[src/rtl/regfile_dump.sv]
`default_nettype none
// ============================================================================
// Module   : regfile_dump
// Purpose  : Walks every register-file address, streams (addr, data) words out
//            over valid/ready and accumulates an XOR parity of the dump.
// Revision : 1.0
// ============================================================================
module regfile_dump #(
    parameter int ADDR_W   = 1,
    parameter int DATA_W   = 1,
    parameter int READ_LAT = 0
) (
    input  logic              clk_i,
    input  logic              reset_i,
    input  logic              start_i,
    output logic              busy_o,
    output logic              done_o,
    output logic [DATA_W-1:0] parity_o,
    output logic [ADDR_W-1:0] readReg_o,
    input  logic [DATA_W-1:0] readData_i,
    output logic              out_valid_o,
    input  logic              out_ready_i,
    output logic [ADDR_W-1:0] out_addr_o,
    output logic [DATA_W-1:0] out_data_o,
    output logic              out_last_o
);
    localparam logic [ADDR_W-1:0] C_LAST_ADDR = {ADDR_W{1'b1}};

    typedef enum logic [2:0] {
        S_IDLE = 3'd0,
        S_ADDR = 3'd1,
        S_WAIT = 3'd2,
        S_SEND = 3'd3,
        S_DONE = 3'd4
    } state_t;

    state_t            state_q, state_d;
    logic [ADDR_W-1:0] addr_q, addr_d;
    logic [DATA_W-1:0] data_q, data_d;
    logic [DATA_W-1:0] parity_q, parity_d;
    logic              w_capture;
    logic              w_addr_capture;

    // A combinational register file delivers data in ADDR; a registered one a cycle later.
    if (READ_LAT == 0) begin : g_comb_read
        assign w_addr_capture = 1'b1;
    end else begin : g_reg_read
        assign w_addr_capture = 1'b0;
    end

    always_ff @(posedge clk_i) begin
        if (reset_i) begin
            state_q  <= S_IDLE;
            addr_q   <= '0;
            data_q   <= '0;
            parity_q <= '0;
        end else begin
            state_q  <= state_d;
            addr_q   <= addr_d;
            data_q   <= data_d;
            parity_q <= parity_d;
        end
    end

    always_comb begin
        state_d   = state_q;
        addr_d    = addr_q;
        data_d    = data_q;
        parity_d  = parity_q;
        w_capture = 1'b0;
        case (state_q)
            S_IDLE: begin
                if (start_i) begin
                    state_d  = S_ADDR;
                    addr_d   = '0;
                    parity_d = '0;
                end
            end
            S_ADDR: begin
                w_capture = w_addr_capture;
                state_d   = w_addr_capture ? S_SEND : S_WAIT;
            end
            S_WAIT: begin
                w_capture = 1'b1;
                state_d   = S_SEND;
            end
            S_SEND: begin
                if (out_ready_i) begin
                    if (addr_q == C_LAST_ADDR) begin
                        state_d = S_DONE;
                    end else begin
                        addr_d  = addr_q + 1'b1;
                        state_d = S_ADDR;
                    end
                end
            end
            S_DONE:  state_d = S_IDLE;
            default: state_d = S_IDLE;
        endcase
        if (w_capture) begin
            data_d   = readData_i;
            parity_d = parity_q ^ readData_i;
        end
    end

    // The counter is left at the last address after a dump, so IDLE forces the read port to 0.
    assign readReg_o   = (state_q == S_IDLE) ? '0 : addr_q;
    assign busy_o      = (state_q != S_IDLE);
    assign done_o      = (state_q == S_DONE);
    assign out_valid_o = (state_q == S_SEND);
    assign out_last_o  = (state_q == S_SEND) && (addr_q == C_LAST_ADDR);
    assign out_addr_o  = addr_q;
    assign out_data_o  = data_q;
    assign parity_o    = parity_q;

endmodule
`default_nettype wire

[config.mk]
export PLATFORM = sky130hd
export DESIGN_NAME = regfile_dump
export DESIGN_NICKNAME = d
export VERILOG_FILES = /design/src/rtl/regfile_dump.sv
export SDC_FILE = /design/constraint.sdc
export NUM_CORES = 1
export LEC_CHECK = 0
export CAP_MARGIN = 25
export CORE_AREA = 8 8 45 47
export CTS_CLUSTER_DIAMETER = 30
export DETAILED_ROUTE_END_ITERATION = 8
export DIE_AREA = 0 0 53 55
export PLACE_DENSITY = 0.47
export SYNTH_ARGS = -nofsm -noshare
export SYNTH_HDL_FRONTEND = slang
export SYNTH_SLANG_ARGS = --single-unit
[constraint.sdc]
create_clock -name clk_i -period 1.1 [get_ports clk_i]
set_input_delay 0.22 -clock clk_i [delete_from_list [all_inputs] [get_ports clk_i]]
set_output_delay 0.22 -clock clk_i [all_outputs]
set_load 0.01 [all_outputs]
Word level (Yosys, flattened, before mapping):

Index checks and enable logic that the tools add are counted.
W data, S select, Z words.

* bits in registers: 6
* input port bits: 5
* output and inout port bits: 8
* word-level logic and storage cells: 34

* $add $sub $neg: 1
* equality and inequality tests: 6
* multiplexer cells: 12
* bitwise gates (word level): 1
* reduce and logical (&&, ||, !) cells: 10

Operators by type and width (count)
* $mux W3: 3
* $pmux W3 S3: 1
* $mux W1: 7
* $eq A3 B2 Y1 const B: 2
* $reduce_bool A2 Y1: 3
* $reduce_and A2 Y1: 2
* $eq A3 B1 Y1 const B: 1
* $eq A3 B3 Y1 const B: 1
* $logic_not A3 Y1: 1
* $reduce_and A3 Y1: 1
* $reduce_bool A3 Y1: 1
* $ne A2 B1 Y1 const B: 1
* $ne A2 B2 Y1 const B: 1
* $pmux W1 S2: 1
* $reduce_or A2 Y1: 1
* $add A1 B1 Y1 const B: 1
* $logic_and A1 B1 Y1: 1
* $xor A1 B1 Y1: 1

Longest topological paths before layout:

Gate-level depths: netlist of run 1.

* word-level depth: 5
* depth in mapped cells: 4

Worst setup path after synthesis of run 1:

Ideal clock, no wire load.

* path type: reg-to-output
* start point: register state_q[0]
* end point: output readReg_o
* data arrival time: 1.070 ns
* data required time: 0.880 ns
* slack: -0.190 ns
* stages on the path, launching flop included: 4
* buffers on the path: 1
* cells stage by stage: dfxtp_1 > clkbuf_1 > or3_1 > and2_1

* word-level cells in the longest chain between the ends: 2

RTL lines
* start: declaration: line 37 `state_t state_q, state_d;`
* start signal: assignment: line 58 `state_q <= state_d;`
* $logic_not A3 Y1: line 107 `assign readReg_o = (state_q == S_IDLE) ? '0 : addr_q;`
* $mux W1: line 107
* end: declaration: line 19 `output logic [ADDR_W-1:0] readReg_o,`

No other way between the ends.

Worst setup path in the final report of run 1:

* start point: register state_q[2]
* end point: output readReg_o

Same word-level chain as after synthesis.

==> summary.txt, run 1 <==
Outcome
  – Result of the run: finished with violations
  – Violations in the final reports: setup timing

Die
  – Core area: 0.00138 mm2
  – Die outline area: 0.00292 mm2
  – IO Pins: 13
  – Initial core utilization: 0.216
  – Vertical die dimension: 55 um
  – DIE WIDTH: 53 um
  – Std-Cell Rows: 14

Detailed routing
  – Number of routed nets with antenna violations: 0
  – Routed via count: 373
  – Number of DRC violations after detailed routing: 0
  – Number of violations reported at the end of detailed-routing iteration 0: 4
  – Average routed wire per standard cell: 14.6 um
  – Drt pass-1 iters: 4
  – Final routed wirelength across all metal layers: 1110 um
  – Via-per-instance ratio: 4.91

Synthesis
  – Part of the Yosys area used for sequential elements: 0.402
  – Share of the synthesized area in the top cell type: 0.402
  – Count of cell types in the netlist: 21
  – Post-synthesis cell type with the largest combined area: sky130_fd_sc_hd__dfxtp_1
  – Cells taking the most area after synthesis: sky130_fd_sc_hd__dfxtp_1, sky130_fd_sc_hd__xnor2_2, sky130_fd_sc_hd__nor3_1
  – Number of warning messages in the yosys log: 0
  – Post-Synthesis Net Count: 38
  – Gate Count Post-Synth: 33
  – Synthesized area per cell: 9.06 um2
  – Synth Register Bits: 6
  – Post-synth design cell area: 299 um2

Timing
  – Max Clock Freq: 705 MHz
  – Post-route clock period utilization: 1.29
  – Final-report max-slew violation count: 0
  – Worst Setup Slack, final: -0.318 ns
  – Max-slew headroom at the worst pin: 0.836
  – Post-Route Skew: 0.000537 ns
  – Final count of negative-setup-slack endpoints: 8
  – RSZ-0062 raised after global routing: true
  – Count of final hold-check violations: 0
  – Post-route minimum period: 1.42 ns
  – Transition time at the pin with the least slew margin: 0.244 ns

GRT
  – GRT Total Usage: 0.0797
  – Number of global-route vias before repair: 398
  – Number of antenna violations at the first check in global routing: 0
  – Total congestion overflow: 0
  – Global-route wire length before repair: 1680 um
  – Maximum number of pins on one net before global-route repair: 10

Hold path
  – Min-Delay Endpoint: parity_o$_SDFFE_PP0P_
  – Worst Min Path Start: parity_o$_SDFFE_PP0P_
  – Type of the tightest min-delay check: reg -> reg
  – Hold-critical path depth: 2

Setup path
  – Critical path class: reg -> out
  – Register-to-Register Setup Slack: -0.21 ns
  – Worst setup SP type: flop
  – Critical path arrival: 1.20 ns
  – Critical path peak fanout: 3
  – R2r endpoint: parity_o$_SDFFE_PP0P_
  – CP Data Required Time: 0.88 ns
  – Reg2Reg Launch Point: state_q[2]$_SDFFE_PP0P_
  – Kind of capture point of the worst setup path: output pin
  – Number of cells traversed by the worst register-to-register path: 5

Clock network
  – Number of H-tree levels: 1
  – Maximum clock insertion buffer count: 2
  – Clock tree root buffer cell: sky130_fd_sc_hd__clkbuf_4
  – CTS tree: done
  – Clock Pin Slew Worst Setup and Hold Paths: 0.04 ns
  – Post-CTS Hold Buffers: 0
  – Clock sink count: 6
  – Clock network latency to the later pin of the worst-skew pair: 0.24 ns
  – TritonCTS buffer count: 3

Layout
  – Most common cell after layout, fill and taps aside: sky130_fd_sc_hd__buf_6
  – Total Nets Final: 67
  – Antenna cells: 0
  – Commonest cells after routing, fill and taps aside: sky130_fd_sc_hd__buf_6, sky130_fd_sc_hd__buf_4, sky130_fd_sc_hd__clkdlybuf4s50_1, sky130_fd_sc_hd__dfxtp_2, sky130_fd_sc_hd__clkbuf_4
  – Final core utilization: 0.476
  – Layout cells sized above 1: 0.750
  – Area delta synth->final: 120%

Pwr
  – Overall power of the completed layout: 662 uW
  – Net switching share of the total power: 0.271
  – Peak VDD IR: 0.563 mV
  – Leak: 0.000265 uW
  – Internal Power: 483 uW
  – Comb power frac: 0.319
  – Clock share of power: 0.306
  – Sequential power share: 0.375
  – Switching power summed over all nets: 179 uW
  – Pwr Density: 1010 mW/mm2

Placement
  – IO Port Bufs: 12
  – Worst-case setup slack after placement: -0.433 ns
  – Placed wire-length estimate after detailed placement: 713 um
  – Final RePlAce weighted congestion: 0.796

Flow run
  – Maxcap violations: 0
==> how the worst max path moves through the flow <==
stage	start	end	slack, ns	depth (start not counted)
after detailed placement	state_q[2]$_SDFFE_PP0P_	readReg_o	-0.43	3
after CTS	state_q[2]$_SDFFE_PP0P_	readReg_o	-0.32	3
after floorplan	state_q[0]$_SDFFE_PP0P_	readReg_o	-0.1	3
final	state_q[2]$_SDFFE_PP0P_	readReg_o	-0.32	3
after global routing	state_q[2]$_SDFFE_PP0P_	readReg_o	-0.35	3
after global placement	state_q[2]$_SDFFE_PP0P_	readReg_o	-0.42	3
==> cell type report <==
class | count | area [um2]
fillers | 134 | 726
repair buffers | 26 | 245
multi-input cells | 24 | 241
flip-flops and latches | 6 | 125
clock buffers | 3 | 22.5
well taps | 16 | 20.0
inverters | 1 | 3.75
==> stage by stage <==
step	instances	instance area [um2]	hold WS [ns]	TNS [ns]
detailed placement	67	495	0.510	-2.50
global route	76	658	0.578	-1.57
finish	76	658	0.549	-1.21
floorplan	33	320	0.293	-0.216
CTS	73	579	0.540	-1.51
global placement	67	495	0.483	-2.38
==> cells by family after synthesis <==
| family | count (synthesis) | synth area share |
|---|---|---|
| buffers and inverters | 3 | 0.0627 |
| XOR/XNOR | 1 | 0.0544 |
| flip-flops | 6 | 0.402 |
| AO/OA/AOI/OAI | 9 | 0.192 |
| AND/OR/NAND/NOR | 14 | 0.289 |
==> power groups by stage <==
stage	registers [uW]	logic [uW]	clock network, uW
6_report	248	212	203
5_1_grt	250	225	224
4_1_cts	247	167	211
3_5_place_dp	249	153	0
3_3_place_gp	247	151	0
2_1_floorplan	250	77.0	0
==> sequential cells by signal, indices dropped and copies added (netlist names) <==
| signal | flops |
|---|---|
| parity_o | 1 |
| out_addr_o | 1 |
| state_q | 3 |
| out_data_o | 1 |
==> worst max-delay path, stage by stage, from the launching register on <==
cell and delay (ns):
sky130_fd_sc_hd__dfxtp_2 0.32, sky130_fd_sc_hd__or3_4 0.38, sky130_fd_sc_hd__and2_4 0.14, sky130_fd_sc_hd__buf_6 0.11
==> cell usage after synthesis, drive strengths merged <==
library cell	instances
or3b	1
nor2	1
inv	1
or3	2
and3	1
o21ai	3
nor2b	1
dfxtp	6
xnor2	1
nor4b	1
nand2b	1
a211oi	1
o31ai	1
and2	2
a31oi	2
nor3	3
buf	1
nand4	1
o311a	1
a21oi	1
clkbuf	1
==> timing repair <==
item,in CTS,in global routing
gates resized for setup,38,21
hold endpoints to repair,0,0
setup buffers,3,3
endpoints found under the setup margin,10,12
pin swaps,6,5
==> per-layer routing <==
metal  routed length (um)  global-route usage
met5                    0                   0
met3                  103              0.0321
met2                  530               0.139
met4                   36              0.0603
met1                  441              0.0744
Power figures use the tool's default switching activity.
==> run 2: changes to the inputs <==
- GPL_TIMING_DRIVEN: default -> 1
- SLEW_MARGIN: default -> 20
==> results of run 2 <==
Same layout as run 1: the final DEF is identical, and so are final timing and power.
